`config.mk`:
```
export PLATFORM = sky130hd
export DESIGN_NAME = syncfifo_wr_arbiter
export DESIGN_NICKNAME = d
export VERILOG_FILES = /design/src/rtl/syncfifo_wr_arbiter.sv
export SDC_FILE = /design/constraint.sdc
export NUM_CORES = 1
export LEC_CHECK = 0
export ABC_AREA = 1
export BUFFER_PORTS_ARGS = -buffer_cell sky130_fd_sc_hd__buf_2
export CORE_ASPECT_RATIO = 0.7
export CORE_MARGIN = 1.5
export CORE_UTILIZATION = 49
export CTS_BUF_LIST = sky130_fd_sc_hd__clkbuf_4 sky130_fd_sc_hd__clkbuf_8
export DETAILED_ROUTE_END_ITERATION = 8
export PLACE_DENSITY = 0.86
export SYNTH_ARGS = -nofsm -noshare
export SYNTH_HDL_FRONTEND = slang
export SYNTH_SLANG_ARGS = --single-unit
export TNS_END_PERCENT = 30
```
`constraint.sdc`:
```
create_clock -name clk -period 3.5 [get_ports clk]
set_input_delay 0.7 -clock clk [delete_from_list [all_inputs] [get_ports clk]]
set_output_delay 0.7 -clock clk [all_outputs]
set_load 0.005 [all_outputs]
```
`src/rtl/syncfifo_wr_arbiter.sv`:
```
// Round-robin arbiter sharing the syncfifo write port among N_REQ requesters, with credit-based occupancy tracking.
// Latency: accept edge -> registered write_en/data_in next cycle; gnt is combinational from registered state and req.
// Backpressure: gnt held at 0 while occupancy==DEPTH or fifo_full; optional macro SFIFO_ARB_BURST_EN enables owner bursts.
module syncfifo_wr_arbiter #(
  parameter int N_REQ     = 4,
  parameter int WIDTH     = 8,
  parameter int DEPTH     = 16,
  parameter int MAX_BURST = 4
) (
  input  logic                         clk,
  input  logic                         reset,
  input  logic [N_REQ-1:0]             req,
  input  logic [N_REQ*WIDTH-1:0]       req_data,
  output logic [N_REQ-1:0]             gnt,
  input  logic                         fifo_full,
  input  logic                         fifo_empty,
  input  logic                         fifo_read_en,
  output logic                         write_en,
  output logic [WIDTH-1:0]             data_in,
  output logic [$clog2(DEPTH+1)-1:0]   occupancy
);

  localparam int PW = (N_REQ > 1) ? $clog2(N_REQ) : 1;
  localparam int OW = $clog2(DEPTH + 1);
  localparam logic [OW-1:0] DEPTH_C = OW'(DEPTH);
  localparam logic [OW-1:0] OCC_ONE = OW'(1);

  logic [PW-1:0]    rr_ptr_q;
  logic [OW-1:0]    occupancy_q, occupancy_d;
  logic             write_en_q;
  logic [WIDTH-1:0] data_in_q;

  logic [PW-1:0]    win_idx;
  logic [PW-1:0]    cand;
  logic             win_found;
  logic [WIDTH-1:0] win_dat;
  logic             can_grant;
  logic             accept;
  logic             rd_eff;

`ifdef SFIFO_ARB_BURST_EN
  localparam int BW = (MAX_BURST > 1) ? $clog2(MAX_BURST) : 1;
  localparam logic [BW-1:0] BURST_LAST = BW'(MAX_BURST - 1);
  localparam logic [BW-1:0] BURST_ONE  = BW'(1);
  logic [BW-1:0] burst_cnt_q;
  logic          prio_owner;
`endif

  // Pick the winner: the burst owner if it still has budget, else the first requester after the last winner.
  always_comb begin
    win_found = 1'b0;
    win_idx   = rr_ptr_q;
    cand      = rr_ptr_q;
`ifdef SFIFO_ARB_BURST_EN
    prio_owner = 1'b0;
    if (req[rr_ptr_q] && (burst_cnt_q < BURST_LAST)) begin
      win_found  = 1'b1;
      prio_owner = 1'b1;
    end
`endif
    for (int i = 1; i <= N_REQ; i++) begin
      cand = PW'((int'(rr_ptr_q) + i) % N_REQ);
      if (!win_found && req[cand]) begin
        win_found = 1'b1;
        win_idx   = cand;
      end
    end
  end

  // Grant only with credit available and no full indication; nothing is granted while in reset.
  always_comb begin
    can_grant = reset && !fifo_full && (occupancy_q < DEPTH_C);
    gnt       = '0;
    if (can_grant && win_found) begin
      gnt[win_idx] = 1'b1;
    end
    accept = |(req & gnt);
    rd_eff = fifo_read_en && !fifo_empty;
  end

  // Mux out the winner's data word.
  always_comb begin
    win_dat = '0;
    for (int i = 0; i < N_REQ; i++) begin
      if (win_idx == PW'(i)) begin
        win_dat = req_data[i*WIDTH +: WIDTH];
      end
    end
  end

  // Credit count: accept adds one, an effective read frees one, both together cancel.
  always_comb begin
    occupancy_d = occupancy_q;
    if (accept && !rd_eff) begin
      occupancy_d = occupancy_q + OCC_ONE;
    end else if (!accept && rd_eff && (occupancy_q != '0)) begin
      occupancy_d = occupancy_q - OCC_ONE;
    end
  end

  // Register the write beat, remember the last winner and update occupancy.
  always_ff @(posedge clk or negedge reset) begin
    if (!reset) begin
      write_en_q  <= 1'b0;
      data_in_q   <= '0;
      rr_ptr_q    <= PW'(N_REQ - 1);
      occupancy_q <= '0;
    end else begin
      write_en_q  <= accept;
      occupancy_q <= occupancy_d;
      if (accept) begin
        data_in_q <= win_dat;
        rr_ptr_q  <= win_idx;
      end
    end
  end

`ifdef SFIFO_ARB_BURST_EN
  // Count consecutive owner beats; any new owner, fresh search win or owner req drop restarts the burst.
  always_ff @(posedge clk or negedge reset) begin
    if (!reset) begin
      burst_cnt_q <= '0;
    end else if (accept) begin
      burst_cnt_q <= prio_owner ? (burst_cnt_q + BURST_ONE) : '0;
    end else if (!req[rr_ptr_q]) begin
      burst_cnt_q <= '0;
    end
  end
`endif

  assign write_en  = write_en_q;
  assign data_in   = data_in_q;
  assign occupancy = occupancy_q;

endmodule

```
==> impl_results.md <==
* Final setup TNS at 0 ps
* Leakage dissipation at 0.930 nW
* Number of remaining DRC errors at 0
* CP max FO at 11
* N_diodes at 0
* Master of the slowest instance on the critical path: dfstp_2
* Syn nets at 239
* Routed vias/inst at 5.26
* Critical setup path kind: reg -> reg
* Critical Path Source Type: register
* Outcome: complete, no violations
* Power Density at ~1100 nW/um2
* Row count at 15
* Final worst slack at 484 ps
* Setup-failing EPs final at 0
* Sequential area share after synthesis at 29.5%
* Final hold vios at 0
* Horiz. Die Dim at 66.1 um
* Post-DP HPWL at 2630 um
* GR Overflow Total at 0
* Largest family of logic cells by synthesized area: simple AND/OR/NAND/NOR gates
* Adder-cell area share of the yosys netlist at 4.22%
* Max-slew headroom at 75.2%
* HP Class: in -> async
* Gpl congestion at 0.905
* Die Y at 47.1 um
* Post-Synthesis Cell Area at 1360 um2
* Highest-count cells in the layout ignoring fill and taps: nand2_1, buf_2, nand3_1, nand4_1, dfrtp_1
* Slew @ Worst Pin at about 370 ps
* Cell area after layout at 1700 um2
* CTS root buf: clkbuf_8
* Compound-Gate Fraction of Synth Area at 6.51%
* Antenna-violating nets left at 0
* Critical Path AT at 3170 ps
* Worst Setup SP: rr_ptr_q[0]
* Initial antenna violation count at 0
* Largest net degree at the start of global routing at 23
* Placed Area at between 1500 and 2000 um2
* Tot GR Track Use at 22.7%
* Clk buf depth at 2
* Final Util at 66.6%
* Routed length per instance at 12.1 um
* Xor and xnor area share after synthesis at about 1.9%
* Most frequent cell on the critical path: inv_1
* Slew Viols, Final at 0
* Port Buffers at a little under 60
* DIE AREA at between 3000 and 4000 um2
* Peak supply drop at 0.453 mV
* First-pass GRT wire length at 5210 um
* R2R Path Start: rr_ptr_q[0]
* Dpl ws at 555 ps
* IO Count at 59
* First-pass iteration count of the detailed router at 4
* Routed WL at 3450 um
* Layout area overhead at 24.7%
* Synth cell types at 31
* CP Capture Type: register
* Initial drt markers at roughly 140
* TritonCTS clock tree: built
* Worst-path cell chain: inv_2 > nand2_1 > nand2_2 > nand2_2 > nand2_4 > nor2_4 > nand4_1 > nand3_1 > inv_1 > fa_1 > inv_1 > nand2_1 > a21oi_1 > nor2_1 > o21ai_0 > xnor2_1 > inv_1
* Starting density of the core at 53.4%
* Clock sinks at 16
* H-tree lvl count at 1
* Via count at roughly 1500
* Critical Path RT at 3650 ps
* Worst-skew pair later-pin latency at 260 ps
* #FFs+latches synth at 16
* # fillers at around 240
* Min cycle time layout at 3020 ps
* Crit share post-route at a little under nine tenths
* Post-synthesis mux area share at 0%
* Vias in the first global route at 1155
* CP max stage delay at 650 ps
* Warnings, synthesis at 0
* Commonest non-fill, non-tap cell in the layout: nand2_1
* Post-CTS setup buffers at 0
* Mapped Avg Cell Area at 7.03 um2
* Max Clock Skew at 4.71 ps
* Final #Nets at just under 300
* Share of cells above drive strength 1 at 34.8%
* Synth Area in Simple Gates at 48.5%
* CTS resizes at 0
* Core area at ~2600 um2
* Worst-path clk slew at roughly 70 ps
* TritonCTS buffer count at 3
* RSZ-0062 raised after global routing: no
* FMAX at 332 MHz
* # hold bufs at CTS at 0
* Max cap viols at 0
* Cells after Synth at 194
through the flow:
stage,power (mW),hold WS [ps],instances
2_1_floorplan,1.43,404,194
3_3_place_gp,1.61,457,280
3_5_place_dp,1.62,459,280
4_1_cts,1.80,396,284
5_1_grt,1.98,404,284
6_report,1.80,393,284
sequential cells by signal, indices dropped and copies added, names as in the netlist:
name,count
rr_ptr_q,2
occupancy,5
write_en,1
data_in,8
kinds of logic after synthesis:
kind of cell    after synthesis
fa+ha+maj                     4
simple gates                133
compound gates               14
flops                        16
xor+xnor                      3
buf+inv                      24
metal layers:
layer | share of wire, % | global-route usage (%)
met5 | 0 | 0
met4 | 1.2 | 7.76
met3 | 8.4 | 4.08
met1 | 46 | 33.7
met2 | 44 | 33.7
final cells by class:
cell class,instances,area (um2),area share (%)
clock buffers,4,55.1,3.24
repair buffers,60,305,18.0
inverters,16,60.1,3.53
well taps,34,42.5,2.50
multi-input cells,154,835,49.1
flip-flops and latches,16,403,23.7
Yosys cell counts:
cell type / n / area share, %
nor3_1: 3 / 1.1
xnor2_1: 1 / 0.64
nand3_1: 24 / 8.8
nand3b_1: 1 / 0.55
clkbuf_1: 1 / 0.27
or2_2: 1 / 0.46
nor2_4: 2 / 1.7
nor3b_1: 1 / 0.55
nor2_1: 5 / 1.4
a21oi_1: 6 / 2.2
dfstp_2: 2 / 3.9
buf_6: 4 / 3.3
nand3_2: 2 / 1.5
o21ai_4: 1 / 1.2
inv_2: 3 / 0.83
xor2_1: 2 / 1.3
nand4_1: 17 / 7.8
buf_2: 2 / 0.73
nand2_2: 6 / 2.8
nand2_4: 2 / 1.7
buf_4: 1 / 0.55
nand2_1: 67 / 18
inv_1: 13 / 3.6
a31o_2: 1 / 0.64
ha_1: 3 / 2.8
or2_4: 1 / 0.64
o21ai_2: 1 / 0.64
o21ai_0: 5 / 1.8
nand3_4: 1 / 1.3
fa_1: 1 / 1.5
dfrtp_1: 14 / 26
critical path, delay by kind of cell, from the launching register on:
kind	cells	cell delay, ps
xor+xnor	1	140
buf+inv	4	340
simple gates	9	1040
fa+ha+maj	1	360
flops	1	650
compound gates	2	390
final timing paths:
kind,end,slack [ps],depth (start not counted)
max,occupancy[4],480,17
min,occupancy[4],390,2
max reg2reg,occupancy[4],480,17
min reg2reg,data_in[5],480,2
max in group asynchronous,rr_ptr_q[0],2860,2
min in group clk,data_in[5],480,2
power by group:
part / internal [mW] / total (mW) / switching, mW
clock network: 0.100 / 0.169 / 0.0687
logic: 0.448 / 1.28 / 0.836
registers: 0.277 / 0.352 / 0.0747
(Power assumes the default switching activity.)
